### config.mk
export PLATFORM = sky130hd
export DESIGN_NAME = uart_tx_sequencer
export DESIGN_NICKNAME = d
export VERILOG_FILES = /design/src/rtl/uart_tx_sequencer.sv
export SDC_FILE = /design/constraint.sdc
export NUM_CORES = 1
export LEC_CHECK = 0
export CORE_MARGIN = 4
export CORE_UTILIZATION = 25
export DETAILED_ROUTE_END_ITERATION = 16
export PLACE_DENSITY_LB_ADDON = 0.05
export SLEW_MARGIN = 10
export SYNTH_ARGS = -nofsm -noshare
export SYNTH_HDL_FRONTEND = slang
export SYNTH_SLANG_ARGS = --single-unit
### constraint.sdc
create_clock -name clock -period 3.3 [get_ports clock]
set_clock_uncertainty 0.2 [all_clocks]
set_input_delay 0.99 -clock clock [delete_from_list [all_inputs] [get_ports clock]]
set_output_delay 0.99 -clock clock [all_outputs]
set_load 0.005 [all_outputs]
### src/rtl/uart_tx_sequencer.sv
// uart_tx_sequencer: inits a 16550 UART over the system bus, then feeds its THR from two round-robin requesters (optional UART_SEQ_READ_TIMEOUT_EN read timeout)
module uart_tx_sequencer #(
  parameter logic [31:0] uartBaseAddress = 32'h50000000,
  parameter logic [15:0] baudDivisor = 16'd27,
  parameter logic [7:0] lineControl = 8'h03,
  parameter logic [4:0] txFifoDepth = 5'd16
) (
  input  logic        clock,
  input  logic        reset,
  input  logic        req0Valid,
  input  logic [7:0]  req0Data,
  output logic        req0Ack,
  input  logic        req1Valid,
  input  logic [7:0]  req1Data,
  output logic        req1Ack,
  output logic        requestTransactionOut,
  input  logic        transactionGrantedIn,
  output logic        beginTransactionOut,
  output logic        endTransactionOut,
  output logic        readNWriteOut,
  output logic [31:0] addressDataOut,
  output logic [3:0]  byteEnablesOut,
  output logic [7:0]  burstSizeOut,
  output logic        dataValidOut,
  input  logic [31:0] addressDataIn,
  input  logic        dataValidIn,
  input  logic        endTransactionIn,
  input  logic        busErrorIn,
  output logic        initDone,
  output logic        busErrorSticky
);
  typedef enum logic [2:0] {IDLE, REQ, ADDR, DATA, WEND, RWAIT} state_t;
  typedef enum logic [2:0] {INIT0, INIT1, INIT2, INIT3, ARB, LSR, THR} step_t;
  state_t state_q, state_d;
  step_t step_q, step_d;
  logic done_q, done_d, err_q, err_d, ptr_q, ptr_d, win_q, win_d;
  logic pick, tmo, fault, is_rd;
  logic [4:0] cred_q, cred_d;
  logic [7:0] byte_q, byte_d, rdat_q, rdat_d, wdat, rd_lane, lsr;
  logic [2:0] off;
`ifdef UART_SEQ_READ_TIMEOUT_EN
  logic [9:0] tmo_q, tmo_d;
  // counts cycles spent waiting for the slave to end a read
  always_comb begin
    tmo_d = state_q == RWAIT ? tmo_q + 10'd1 : 10'd0;
    tmo = state_q == RWAIT && tmo_q == 10'd1022 && !endTransactionIn;
  end
  // timeout counter register
  always_ff @(posedge clock) tmo_q <= reset ? 10'd0 : tmo_d;
`else
  assign tmo = 1'b0;
`endif
  // decode register offset, write data, read lane and error condition of the current step
  always_comb begin
    off = step_q == INIT0 || step_q == INIT3 ? 3'd3 : step_q == INIT2 ? 3'd1 : step_q == LSR ? 3'd5 : 3'd0;
    wdat = step_q == INIT0 ? 8'h80 : step_q == INIT1 ? baudDivisor[7:0] : step_q == INIT2 ? baudDivisor[15:8] : step_q == INIT3 ? lineControl & 8'h7F : byte_q;
    is_rd = step_q == LSR;
    rd_lane = addressDataIn[{off[1:0], 3'b000} +: 8];
    lsr = dataValidIn ? rd_lane : rdat_q;
    fault = (busErrorIn && (state_q == DATA || state_q == RWAIT)) || tmo;
    pick = req0Valid && req1Valid ? ptr_q : req1Valid;
  end
  // next-state: bus phase sequencing, init steps, arbitration and credit accounting
  always_comb begin
    state_d = state_q;
    step_d = step_q;
    done_d = done_q;
    err_d = err_q | fault;
    cred_d = cred_q;
    ptr_d = ptr_q;
    win_d = win_q;
    byte_d = byte_q;
    rdat_d = state_q == RWAIT && dataValidIn ? rd_lane : rdat_q;
    if (fault) begin
      state_d = IDLE;
      cred_d = 5'd0;
      step_d = step_q == THR || step_q == LSR ? ARB : step_q;
    end else begin
      case (state_q)
        IDLE: begin
          if (step_q != ARB) state_d = REQ;
          else if (req0Valid || req1Valid) begin
            win_d = pick;
            byte_d = pick ? req1Data : req0Data;
            step_d = cred_q == 5'd0 ? LSR : THR;
            state_d = REQ;
          end
        end
        REQ: state_d = transactionGrantedIn ? ADDR : REQ;
        ADDR: state_d = is_rd ? RWAIT : DATA;
        DATA: state_d = WEND;
        WEND: begin
          state_d = IDLE;
          if (step_q == THR) begin
            cred_d = cred_q - 5'd1;
            ptr_d = ~win_q;
            step_d = ARB;
          end else begin
            step_d = step_q == INIT3 ? ARB : step_t'(step_q + 3'd1);
            done_d = done_q | (step_q == INIT3);
          end
        end
        RWAIT: begin
          if (endTransactionIn) begin
            state_d = IDLE;
            cred_d = lsr[5] ? txFifoDepth : cred_q;
            step_d = lsr[5] ? THR : ARB;
          end
        end
        default: state_d = IDLE;
      endcase
    end
  end
  // state registers with synchronous reset
  always_ff @(posedge clock) begin
    if (reset) begin
      state_q <= IDLE;
      step_q <= INIT0;
      done_q <= 1'b0;
      err_q <= 1'b0;
      cred_q <= 5'd0;
      ptr_q <= 1'b0;
      win_q <= 1'b0;
      byte_q <= 8'd0;
      rdat_q <= 8'd0;
    end else begin
      state_q <= state_d;
      step_q <= step_d;
      done_q <= done_d;
      err_q <= err_d;
      cred_q <= cred_d;
      ptr_q <= ptr_d;
      win_q <= win_d;
      byte_q <= byte_d;
      rdat_q <= rdat_d;
    end
  end
  // bus and handshake outputs decoded from the current phase
  always_comb begin
    requestTransactionOut = state_q != IDLE;
    beginTransactionOut = state_q == ADDR;
    readNWriteOut = state_q == ADDR && is_rd;
    byteEnablesOut = state_q == ADDR ? 4'b0001 << off[1:0] : 4'b0000;
    addressDataOut = state_q == ADDR ? {uartBaseAddress[31:3], off} : state_q == DATA ? {4{wdat}} : 32'd0;
    dataValidOut = state_q == DATA;
    endTransactionOut = state_q == WEND;
    req0Ack = state_q == WEND && step_q == THR && !win_q;
    req1Ack = state_q == WEND && step_q == THR && win_q;
    burstSizeOut = 8'd0;
    initDone = done_q;
    busErrorSticky = err_q;
  end
endmodule

; ---- Word-level counts from Yosys, hierarchy flattened
; Cells that the tools add are included.
[word_totals]
ff_bits = 29
input_bits = 56
output_inout_bits = 53
word_cells = 96
[classes]
add_sub_neg = 2
eq_ne = 19
shift = 2
mux = 33
bitwise_logic = 6
n_reduce_logical = 25
[op_table]
columns = cell, n
row1 = 32-bit two-way mux, 2
row2 = 3-bit two-way mux, 14
row3 = 8-bit two-way mux, 5
row4 = 32-bit by 6-bit variable part select with 6-bit output, 1
row5 = 5-bit two-way mux, 3
row6 = "3-bit != test, second input constant", 5
row7 = 3-bit case mux with 5 select lines, 1
row8 = "3-bit by 2-bit equality test with 1-bit output, second input constant", 4
row9 = "3-bit equality test, second input constant", 4
row10 = 5-bit case mux with 2 select lines, 1
row11 = 3-bit case mux with 3 select lines, 1
row12 = 4-bit AND reduction, 2
row13 = 1-bit logical AND, 7
row14 = "3-bit by 1-bit equality test with 1-bit output, second input constant", 2
row15 = 3-bit logical NOT, 2
row16 = 2-bit two-way mux, 3
row17 = 6-bit two-way mux, 1
row18 = 3-bit AND reduction, 2
row19 = 5-bit logical NOT, 1
row20 = 5-bit AND reduction, 1
row21 = "5-bit by 1-bit subtractor with 5-bit output, second input constant", 1
row22 = 1-bit logical OR, 4
row23 = 4-bit two-way mux, 1
row24 = "2-bit by 1-bit != test with 1-bit output, second input constant", 2
row25 = other kinds (12), 17

; ---- Logic depth before layout (Yosys ltp)
[depth]
depth_word = 10
ltp_mapped = 9

; ---- Least setup slack after synthesis
; No wires, ideal clock.
[synth_path]
kind = register -> output
start = register step_q[2]
end = output port addressDataOut[11]
t_arrival_ps = 1614
path_slack_ps = 496
path_stages_with_launch = 10
cell_sequence = dfxtp_1 -> buf_4 -> buf_2 -> inv_1 -> ha_1 -> buf_2 -> nor2_1 -> nand2_1 -> a21oi_1 -> buf_4
[synth_via]
elab_chain_cells = 7
elab_cells_between_ends = 10
cone_classes = eq/ne (3) / mux (6) / reduce/logical (1)
[synth_rtl]
columns = element, line_no
row1 = from (decl), 35  ; step_t step_q, step_d;
row2 = from (signal assigned), 128  ; step_q <= step_d;
row3 = 3-bit by 2-bit equality test with 1-bit output, 56  ; wdat = step_q == INIT0 ? 8'h80 : step_q == INIT1 ? baudDivisor[7:0] : step_q == INIT2 ? baudDivisor[15:8] : st ...
row4 = 8-bit two-way mux (3 in series), 56
row5 = 8-bit two-way mux (*), 56
row6 = 32-bit two-way mux (*) (2 in series), 144  ; addressDataOut = state_q == ADDR ? {uartBaseAddress[31:3], off} : state_q == DATA ? {4{wdat}} : 32'd0;
row7 = to (decl), 21  ; output logic [31:0] addressDataOut,
; Every way passes the cells marked *; elsewhere a longest branch is shown, timed or not.

; ---- Worst setup path after layout
[layout_path]
start = register step_q[1]
end = output port addressDataOut[4]
; The elaborated chain is that of the path after synthesis.

==> results.yml <==
status:
  outcome: "finished, final reports clean"
synthesis:
  synth.mux.area_fraction: 0.0548
  synth-edff-count: 0
  synth_cell_types: 53
  postSynthAreaPerCell_um2: 7.93
  synthesis.area_um2: 1920
  yosysTopAreaCellShare: 0.250
  synth_top_family_by_area: "simple AND/OR/NAND/NOR gates"
  synth_xor_xnor_area_share: 0
  yosysWarnings: 0
  number_of_register_bits_inferred_by_synthesis: 24
  netlist_instances: 242
  synth_compound_area_frac: 0.222
  synth_async_sr_flop_share: 0
  ys.flop_type: "dfxtp_1"
  post_synth_and_or_nand_nor_area_fraction: 0.249
  synthTopCellsByArea: "dfxtp_1, buf_4, nor2_1, mux2i_1, ha_1"
  post-synth-top-area-cell: "dfxtp_1"
  synth-adder-area-share: 0.0391
  seq_total_area_yosys: 0.250
critical_path:
  critPathBufInv: 3
  cp_num_cells: 8
  setup.worst_path.start_class: "flop"
  critical_path.slowest_cell: "clkdlybuf4s50_1"
  crit_chain: "ha_2 -> ha_4 -> buf_4 -> nor2_2 -> nand2_1 -> a21oi_2 -> buf_4 -> clkdlybuf4s50_1"
  crit_path_max_incr_delay_ps: 490
  critical_path.reg2reg.startpoint: "step_q[0]"
  r2r_setup_slack_ps: 1150
  worst_ep_required_time_ps: 2110
  crit_type: "flop to primary output"
  critPathLaunch: "step_q[1]"
  crit_path_max_fanout: 5
  crit_path_frequent_cell: "buf_4"
  worst_setup_path_end_kind: "primary output"
  r2r-end: "cred_q[4]"
  critPathTopFamily: "buffers and inverters"
  worst_r2r_path_depth: 8
  worst-endpoint-arrival_ps: 2090
pwr:
  design_power_total_uw: 822
  pwr_density_cell_nw_per_um2: 301
  leakagePower_nw: 1.18
  vdd.ir_drop.worst_mv: 0.128
clock_network:
  clkSlewWorstSetupHoldPaths_ps: 90
  cts_buffer_depth: 2
  hold_buffers: 0
  clk_latency_ps: 270
  cts_made_buffers: 3
  tritoncts: "built"
  cts_sinks: 24
  clockRootBuffer: "clkbuf_8"
  number_of_levels_in_the_clock_h_tree: 1
  postCtsSetupRepairBufs: 0
floorplanning:
  die_w_um: 95.6
  placeable_area_um2: 7370
  initial_core_util: 0.260
  die-height_um: 95.6
  placementRows: 31
  design.die.area_um2: 9140
  pin_count: 109
grt:
  globalRouteMet3Util: 0.0213
  gr-usage-all-layers: 0.117
  grt_overflow_total: 0
  maximum_number_of_pins_on_one_net_before_global_route_repair: 18
  wire_length_of_the_first_global_routing_pass_um: 8370
  number_of_antenna_violations_at_the_first_check_in_global_routing: 0
  first_global_vias: 1683
  met1_demand_to_capacity_share_in_global_routing: 0.167
  global_route.peak_usage_layer: "met2"
  grt.met2_usage: 0.178
cells_and_area:
  diode_count: 0
  postLayoutCellArea_um2: 2730
  final_layout_size_suffix_gt1_frac: 0.197
  final_net_count: 367
  finalNonFillerCells: 403
  synthToLayoutAreaGrowth_pct: 42.2
  num-fill-cells: 802
  utilization: 0.370
  most_frequent_cells_in_the_layout: "clkdlybuf4s50_1, nor2_1, dfxtp_1"
  final_common_cell: "clkdlybuf4s50_1"
sta:
  fmax_ghz: 0.305
  finalSetupViolCount: 0
  timing_hold_violations_final: 0
  post-route-period-util: 0.993
  hold_slack_ps: 251
  timing.final.crit_period_ps: 3280
  max_slew.worst_pin.slew_ps: 506
  timing.max_slew.rel_slack: 0.663
  finalSetupTns_ps: 0
  fin_ws_ps: 24.5
  final_max_slew_viol_count: 0
  setup_repair_after_global_routing_missed_its_margin: "true"
place:
  detailed_place_hpwl_um: 4380
  numPlacedInstances: 399
  dpl_cell_area_um2: 2630
  gp_congestion: 0.732
  io_buffers: 70
  pre_cts_slack_ps: 67.4
routing:
  iter_0_drt_violations: 46
  drcViolationCount: 0
  detailedRoute.firstPassIterationCount: 4
  vias: 1793
  detail_route.wl_per_cell_um: 13.2
  number_of_vias_per_cell_after_detailed_routing: 4.45
  detail_route.wirelength_um: 5340
  final_antenna_net_count: 0
worst_hold_path:
  source_of_the_worst_hold_timing_path: "busErrorSticky"
  hold_path_end: "busErrorSticky"
  hold_path_depth: 2
  min-delay-path-class: "flop to flop"
run:
  cap_viol_max_count: 0
-- cell usage after synthesis, drive strengths merged, types with 2 or more instances --
| library cell | count |
|---|---|
| a31oi | 4 |
| nand3b | 4 |
| dfxtp | 24 |
| mux2i | 9 |
| nand2b | 9 |
| ha | 6 |
| inv | 13 |
| nor2b | 5 |
| and3 | 2 |
| a21oi | 15 |
| nand3 | 4 |
| nand2 | 13 |
| nor2 | 29 |
| o21a | 2 |
| o211ai | 4 |
| or2 | 4 |
| o22ai | 2 |
| o21ai | 9 |
| nor3 | 13 |
| a211oi | 10 |
| o31ai | 3 |
| buf | 40 |
| and2 | 3 |
-- routing by layer --
layer  part of all wire  vias to the layer above
li1                   -                      931
met1               0.48                      815
met2               0.45                       43
met3              0.059                        4
met4              0.010                        0
met5                  0                        -
-- state kept, by name (all words and copies together), names as in the netlist --
signal / flops
initDone: 1
win_q: 1
busErrorSticky: 1
step_q: 3
ptr_q: 1
byte_q: 8
cred_q: 5
state_q: 3
rdat_q: 1
-- where the power goes --
part           switching, mW  internal [mW]
registers             0.0145          0.309
clock network          0.101          0.107
logic                  0.149          0.142
total                  0.265          0.557
-- timing repair --
action / in CTS / in global routing
pin swaps: 3 / 3
hold endpoints to repair: 0 / 0
gates resized for setup: 29 / 10
setup endpoints to repair: 32 / 21
-- worst register-to-register path, delay by kind of cell (launching register included) --
| kind | cells | cell delay (ps) |
|---|---|---|
| buf+inv | 2 | 240 |
| mux | 1 | 190 |
| flops | 1 | 370 |
| fa+ha+maj | 1 | 230 |
| compound gates | 4 | 820 |
-- cell families (layout without fill, tap and decap cells) --
| family | after synthesis | count (layout) |
|---|---|---|
| muxes | 10 | 10 |
| buffers and inverters | 54 | 108 |
| adders and majority gates | 6 | 6 |
| other | 1 | 9 |
| AOI/OAI and AO/OA | 58 | 58 |
| and+or+nand+nor | 89 | 89 |
| DFF | 24 | 24 |
-- worst max-delay path by stage --
stage                               to  slack [ps]
global route         addressDataOut[6]        -100
finish               addressDataOut[4]          20
floorplan           addressDataOut[11]         500
detailed placement  addressDataOut[11]          70
global placement     addressDataOut[3]          80
CTS                 addressDataOut[12]         -40
-- final cells by class --
type	count	area, um^2	share of cell area
Clock buffer	4	55.1	0.0202
Inverter	13	48.8	0.0179
Multi-Input combinational cell	172	1170	0.429
Sequential cell	24	485	0.178
Tap cell	99	124	0.0454
Timing Repair Buffer	91	847	0.310
Power figures use the tool's default switching activity.
